==> src/rtl/matrix_elementwise_alu.sv <==
// Element-wise matrix ALU: c = f(a, b) over a ROWS x COLS matrix, LANES elements per clock.
// Start/busy/done handshake; c updates atomically on completion; sticky a<b flag.
module matrix_elementwise_alu #(
    parameter int ROWS  = 4,
    parameter int COLS  = 4,
    parameter int IN_W  = 8,
    parameter int OUT_W = 16,
    parameter int LANES = 4
) (
    input  logic                        clk,
    input  logic                        rst,
    input  logic                        start,
    input  logic [1:0]                  mode,
    input  logic [ROWS*COLS*IN_W-1:0]   a,
    input  logic [ROWS*COLS*IN_W-1:0]   b,
    output logic [ROWS*COLS*OUT_W-1:0]  c,
    output logic                        busy,
    output logic                        done,
    output logic                        neg_flag
);

    localparam int N     = ROWS * COLS;
    localparam int BEATS = N / LANES;
    localparam int CNT_W = (BEATS > 1) ? $clog2(BEATS) : 1;

    localparam logic [1:0] S_IDLE = 2'd0;
    localparam logic [1:0] S_RUN  = 2'd1;
    localparam logic [1:0] S_DONE = 2'd2;

    localparam logic [1:0] M_ADD      = 2'd0;
    localparam logic [1:0] M_SUB      = 2'd1;
    localparam logic [1:0] M_SUB_SAT  = 2'd2;

    generate
        if (OUT_W < IN_W + 1) begin : g_bad_out_w
            $error("matrix_elementwise_alu: OUT_W must be >= IN_W+1");
        end
        if (LANES < 1 || (N % LANES) != 0) begin : g_bad_lanes
            $error("matrix_elementwise_alu: LANES must divide ROWS*COLS");
        end
    endgenerate

    logic [1:0]         state_q, state_d;
    logic [CNT_W-1:0]   cnt_q, cnt_d;
    logic [N*IN_W-1:0]  a_q, a_d, b_q, b_d;
    logic [1:0]         mode_q, mode_d;
    logic [N*OUT_W-1:0] res_q, res_d;
    logic [N*OUT_W-1:0] c_q, c_d;
    logic               neg_q, neg_d;

    int               elem_idx;
    logic [OUT_W-1:0] elem_a, elem_b, elem_diff;
    logic             elem_lt;

    always_comb begin
        // NOTE: every _d starts from its _q (and every temporary from a constant) so no path leaves a latch.
        state_d   = state_q;
        cnt_d     = cnt_q;
        a_d       = a_q;
        b_d       = b_q;
        mode_d    = mode_q;
        res_d     = res_q;
        c_d       = c_q;
        neg_d     = neg_q;
        elem_idx  = 0;
        elem_a    = '0;
        elem_b    = '0;
        elem_diff = '0;
        elem_lt   = 1'b0;

        case (state_q)
            S_IDLE: begin
                if (start) begin
                    a_d     = a;
                    b_d     = b;
                    mode_d  = mode;
                    cnt_d   = '0;
                    res_d   = '0;
                    neg_d   = 1'b0;
                    state_d = S_RUN;
                end
            end
            S_RUN: begin
                for (int l = 0; l < LANES; l++) begin
                    elem_idx  = int'(cnt_q) * LANES + l;
                    elem_a    = OUT_W'(a_q[elem_idx*IN_W +: IN_W]);
                    elem_b    = OUT_W'(b_q[elem_idx*IN_W +: IN_W]);
                    elem_diff = elem_a - elem_b;
                    elem_lt   = elem_a < elem_b;
                    case (mode_q)
                        M_ADD:     res_d[elem_idx*OUT_W +: OUT_W] = elem_a + elem_b;
                        M_SUB:     res_d[elem_idx*OUT_W +: OUT_W] = elem_diff;
                        M_SUB_SAT: res_d[elem_idx*OUT_W +: OUT_W] = elem_lt ? '0 : elem_diff;
                        default:   res_d[elem_idx*OUT_W +: OUT_W] = elem_lt ? (elem_b - elem_a) : elem_diff;
                    endcase
                    if (mode_q != M_ADD && elem_lt) begin
                        neg_d = 1'b1;
                    end
                end
                cnt_d = cnt_q + 1'b1;
                // Last beat: publish the completed result in one step.
                if (cnt_q == CNT_W'(BEATS - 1)) begin
                    c_d     = res_d;
                    state_d = S_DONE;
                end
            end
            S_DONE:  state_d = S_IDLE;
            default: state_d = S_IDLE;
        endcase
    end

    // NOTE: sequential state uses <= so every flop samples the pre-edge values of the others.
    always_ff @(posedge clk or posedge rst) begin
        if (rst) begin
            state_q <= S_IDLE;
            cnt_q   <= '0;
            res_q   <= '0;
            c_q     <= '0;
            neg_q   <= 1'b0;
        end else begin
            state_q <= state_d;
            cnt_q   <= cnt_d;
            res_q   <= res_d;
            c_q     <= c_d;
            neg_q   <= neg_d;
        end
    end

    // NOTE: operand registers carry no reset; they are always loaded on start before RUN reads them.
    always_ff @(posedge clk) begin
        a_q    <= a_d;
        b_q    <= b_d;
        mode_q <= mode_d;
    end

    assign c        = c_q;
    assign busy     = (state_q == S_RUN) || (state_q == S_DONE);
    assign done     = (state_q == S_DONE);
    assign neg_flag = neg_q;

endmodule

==> config.mk <==
export PLATFORM = sky130hd
export DESIGN_NAME = matrix_elementwise_alu
export DESIGN_NICKNAME = d
export VERILOG_FILES = /design/src/rtl/matrix_elementwise_alu.sv
export SDC_FILE = /design/constraint.sdc
export NUM_CORES = 2
export LEC_CHECK = 0
export CELL_PAD_IN_SITES_DETAIL_PLACEMENT = 0
export CELL_PAD_IN_SITES_GLOBAL_PLACEMENT = 1
export CORE_MARGIN = 2
export CORE_UTILIZATION = 56
export CTS_BUF_LIST = sky130_fd_sc_hd__clkbuf_8
export DETAILED_ROUTE_END_ITERATION = 16
export DONT_BUFFER_PORTS = 1
export GPL_TIMING_DRIVEN = 0
export PLACE_DENSITY_LB_ADDON = 0.15
export REMOVE_ABC_BUFFERS = 1
export SYNTH_ARGS = -nofsm -noshare
export SYNTH_HDL_FRONTEND = slang
export SYNTH_SLANG_ARGS = --single-unit
==> constraint.sdc <==
create_clock -name clk -period 30.7 [get_ports clk]
set_input_delay 4.605 -clock clk [delete_from_list [all_inputs] [get_ports clk]]
set_output_delay 4.605 -clock clk [all_outputs]
set_load 0.005 [all_outputs]
# Word level (Yosys, flattened, before mapping)
# Index checks and enable logic that the tools add are counted.
word_totals:
  input_bits: 261
  register_bits: 775
classes:
  n_reduce_logical: 14
  magnitude_cmp: 4
  n_eq_ne: 8
  add_sub_neg: 20
  n_mux: 44
  shifts: 28
op_table:
  columns: ["cell", "count"]
  rows:
  - ["bitwise mux 256 bit", 16]
  - ["variable part select 16 x 33 -> 256 bit", 16]
  - ["one-hot mux 256 bit (3 select lines)", 4]
  - ["2-to-1 mux 256 bit", 4]
  - ["variable shift 16 x 33 -> 256 bit, first input constant", 4]
  - ["variable part select 128 x 9 -> 8 bit", 6]
  - ["one-hot mux 256 bit (2 select lines)", 1]
  - ["variable part select 128 x 8 -> 8 bit", 2]
  - ["2-to-1 mux 16 bit", 8]
  - ["negation 9 -> 33 bit", 3]
  - ["subtractor 8 x 8 -> 9 bit", 8]
  - ["adder 8 x 8 -> 9 bit", 4]
  - ["negation 8 -> 33 bit", 1]
  - ["< comparator 8 bit", 4]
  - ["adder 4 x 2 -> 5 bit, second input constant", 2]
  - ["one-hot mux 2 bit (2 select lines)", 2]
  - ["AND reduction 2 bit", 4]
  - ["equality test 2 bit, second input constant", 3]
  - ["2-to-1 mux 2 bit", 3]
  - ["adder 4 x 1 -> 5 bit, second input constant", 1]
  - ["2-to-1 mux 1 bit", 5]
  - ["inequality test 5 bit, second input constant", 1]
  - ["equality test 2 x 1 -> 1 bit, second input constant", 2]
  - ["logical AND 1 bit", 4]
  - ["7 further kinds", 10]

# Depth between registers and ports, before layout
logic_depth:
  depth_word: 16
  mapped_depth: 18
  ltp_nobuf: 13

# Worst setup path after synthesis
# No wires, ideal clock.
synth_path:
  kind: "input -> register"
  from: "input port start"
  to: "register res_q[25]"
  t_arrival_ps: 11618
  setup_ps: 119
  path_buffers: 0
  setup_slack_ps: 18963
  path_stages: 4
  path_cell_list: "and2_1 -> a21oi_1 -> a21o_1 -> o21a_1"
synth_via:
  elab_chain_cells: 2
synth_rtl:
  columns: ["item", "line_no", "source"]
  rows:
  - ["start: declaration", "12", "input logic start,"]
  - ["inequality test 2 bit (no line)", null, null]
  - ["AND reduction 2 bit (no line)", null, null]
  - ["end signal: assignment", "123", "res_q <= res_d;"]
  - ["end: declaration", "47", "logic [N*OUT_W-1:0] res_q, res_d;"]
# No other way between the ends.
# A chain may end at the register's enable or synchronous reset.

# Worst setup path in the final report
layout_path:
  from: "input port start"
  to: "register res_q[7]"
# The elaborated chain is that of the path after synthesis.

==> results.py <==
metrics = {
    "status": {
        "outcome": "finished, final reports clean",
    },
    "timing": {
        "period_needed_ps": 6370,
        "slew_viol_final": 0,
        "max-slew-margin-rel": 0.0425,
        "hold_viol_final": 0,
        "finalCritPeriodShare": 0.207,
        "rsz0062_at_grt": "no",
        "setup_viol": 0,
        "holdWs_ps": 470,
        "worst_slew_pin_slew_ps": 1440,
        "fin_tns_setup_ps": 0,
        "skew_ps": 39.1,
        "max_freq_mhz": 157,
    },
    "clock_network": {
        "postCtsSetupBuffers": 0,
        "clkSinkCount": 727,
        "cts_root_buf": "clkbuf_8",
        "insertion_delay_ps": 760,
        "cts_tree": "built",
        "cts_resized": 0,
        "clk_pin_slew_ps": 60,
        "cts_buffers": 114,
        "htreeDepth": 3,
        "ctsHoldBuffers": 0,
        "clock_path_buffers": 3,
    },
    "detailed_routing": {
        "drtPass1Iterations": 6,
        "wl_met2_mm": 42.0,
        "routedWlPerCell_um": 24.5,
        "wl_met1_mm": 38.9,
        "vias_per_cell": 6.21,
        "routed-wl-met3_mm": 8.30,
        "initialDrtViolationCount": 2213,
        "drt_wl_total_mm": 92.6,
        "drc": 0,
        "ant_nets": 0,
        "vias": 23500,
        "highest_layer": "met4",
    },
    "critical_path": {
        "worst_path_largest_cell_delay_ps": 1270,
        "worst_setup_path_end_kind": "flip-flop",
        "setup.worst_path.start_class": "input port",
        "crit_top_cell": "nand2_1",
        "r2r_setup_slack_ps": 25210,
        "r2r_cells": 14,
        "r2r_start": "cnt_q[0]$_DFFE_PP0P_",
        "crit_arrival_ps": 7010,
        "r2r_end": "res_q[25]$_DFFE_PP0P_",
        "worstPathCellList": "nand2b_1, nand2_1, o21ai_1, nand2_1, o21ai_0",
        "crit_required_ps": 31350,
        "worst-path-max-fanout": 22,
        "cp_slowest_cell": "o21ai_1",
        "critPathKind": "in2reg",
    },
    "grt": {
        "gr-usage-all-layers": 0.296,
        "grt_pass1_vias": 23000,
        "grt_max_degree": 127,
        "grt_pass1_wl_mm": 141,
        "antenna_found_initial": 1,
        "gr-total-overflow": 0,
    },
    "synthesis": {
        "synthCells": 2960,
        "synth_area_leaders": "dfrtp_1 (35%), edfxtp_1 (23%), mux4_2 (4.3%), nand2_1 (4.1%), ha_1 (4.0%)",
        "syn_area_um2": 33600,
        "ys_ff_latch": 727,
        "synth.distinct_cells": 92,
        "yosys.area.top_type": "dfrtp_1",
        "synth_edf_count": 258,
        "synth.most_common_cell": "dfrtp_1",
        "yosysWarnings": 0,
        "synth_top_area_share": 0.349,
        "synth-async-reset-ratio": 0.645,
        "synth_flop_cell": "dfrtp_1",
        "yosys-top-cells-count": "dfrtp_1 (469), nand2_1 (369), edfxtp_1 (258), o21ai_0 (243), a21oi_1 (239)",
        "avgSynthCellArea_um2": 11.4,
        "seq_area_frac_synth": 0.580,
    },
    "floorplan": {
        "ios": 520,
        "die_h_um": 249,
        "core_area_um2": 59100,
        "die_x_um": 249,
        "dieArea_um2": 62000,
        "num_rows": 89,
        "initial_core_util": 0.569,
    },
    "hold_path": {
        "hold_depth": 2,
        "whs_endpoint": "res_q[92]$_DFFE_PP0P_",
        "min_from": "res_q[92]$_DFFE_PP0P_",
        "hp-class": "reg2reg",
    },
    "placed_design": {
        "gp_congestion": 0.881,
        "portBuffers": 0,
        "dpl.hpwl_mm": 65.4,
    },
    "final_layout": {
        "seqCellArea_um2": 19500,
        "fill_cells": 4694,
        "fin_nets": 3300,
        "multi_input_area_um2": 13000,
        "area_delta_synth_final_pct": 9.26,
        "drive_above_1_share": 0.100,
    },
    "job": {
        "drv_cap": 0,
    },
    "power": {
        "cellPowerDensity_nw_per_um2": 133,
        "ir_drop_mv": 0.0835,
        "p_leak_nw": 16.3,
    },
}
[critical path, delay by kind of cell]
kind | cells | cell delay (ps)
compound gates | 2 | 1380
simple gates | 3 | 1020
[metrics by stage]
| stage | instances | area, µm² | power, mW | setup slack [ps] | util |
|---|---|---|---|---|---|
| global placement | 3553 | 33900 | 4.00 | 8750 | 0.573 |
| finish | 3782 | 36700 | 4.88 | 24330 | 0.621 |
| global route | 3782 | 36700 | 5.19 | 24200 | 0.621 |
| floorplan | 2780 | 32900 | 3.23 | 13010 | - |
| detailed placement | 3576 | 34500 | 4.05 | 23050 | 0.583 |
| CTS | 3780 | 36700 | 4.86 | 23870 | 0.621 |
[logic make-up after synthesis]
logic type      Yosys count  synth area share
buf+inv                 295            0.0345
xor+xnor                 46            0.0120
compound gates          862             0.165
flops                   727             0.580
mux                      87            0.0499
fa+ha+maj               119            0.0470
simple gates            824             0.112
[registers in the layout, summed over array words and instances (netlist names)]
signal / cells
state_q: 2
b_q: 128
c: 256
cnt_q: 2
a_q: 128
neg_flag: 1
res_q: 208
mode_q: 2
[power by group]
group	switching (mW)	leakage, nW	internal (mW)
Sequential	0.239	8.73	1.32
Clock	0.387	1.32	0.419
Combinational	1.65	6.21	0.868
Total	2.27	16.3	2.61
[layout make-up]
type                       count  area share
antenna                        1   0.0000681
clock buffer                 132      0.0495
sequential                   727       0.531
inverter                     115      0.0120
tap                          773      0.0263
timing repair buffer          24      0.0150
clock inverter                72      0.0116
multi-input combinational   1938       0.355
[cell usage in the layout, fill, tap and decap left out, types with 8 or more instances in the layout]
master and count:
nor2_1 182, o21ai_1 13, mux4_2 64, o21ai_0 241, mux2i_1 19, a21o_1 64, o21bai_1 9, nor2b_1 21
xor2_1 14, o211ai_1 24, clkinv_2 12, a22o_1 44, and3_1 60, nor3_1 32, dfrtp_1 467, clkinv_1 10
nand2_1 368, o31ai_1 21, ha_1 105, nand3_1 27, a21oi_1 239, inv_1 153, and2_1 9, edfxtp_1 258
buf_16 14, nor3b_1 31, a221o_1 11, o21a_1 32, o22ai_1 8, a221oi_1 23, xnor2_1 32, nand2b_1 50
a31oi_1 17, clkbuf_8 132, o41ai_1 9, fa_1 12
[worst max-delay path by stage]
| stage | start | endpoint | slack (ps) | cells past startpoint |
|---|---|---|---|---|
| after floorplan | rst | c[0]$_DFFE_PP0P_ | 13010 | 1 |
| after global placement | rst | c[74]$_DFFE_PP0P_ | 8750 | 1 |
| after detailed placement | start | res_q[190]$_DFFE_PP0P_ | 23050 | 5 |
| after CTS | start | res_q[185]$_DFFE_PP0P_ | 23870 | 5 |
| after global routing | start | res_q[134]$_DFFE_PP0P_ | 24200 | 5 |
| final | start | res_q[7]$_DFFE_PP0P_ | 24330 | 5 |
[routing by layer]
layer	up-vias	global-route usage
li1	10600	-
met1	11700	0.406
met2	1040	0.453
met3	179	0.0868
met4	0	0.110
met5	-	0
No activity file was read; power rests on OpenSTA's default activity.
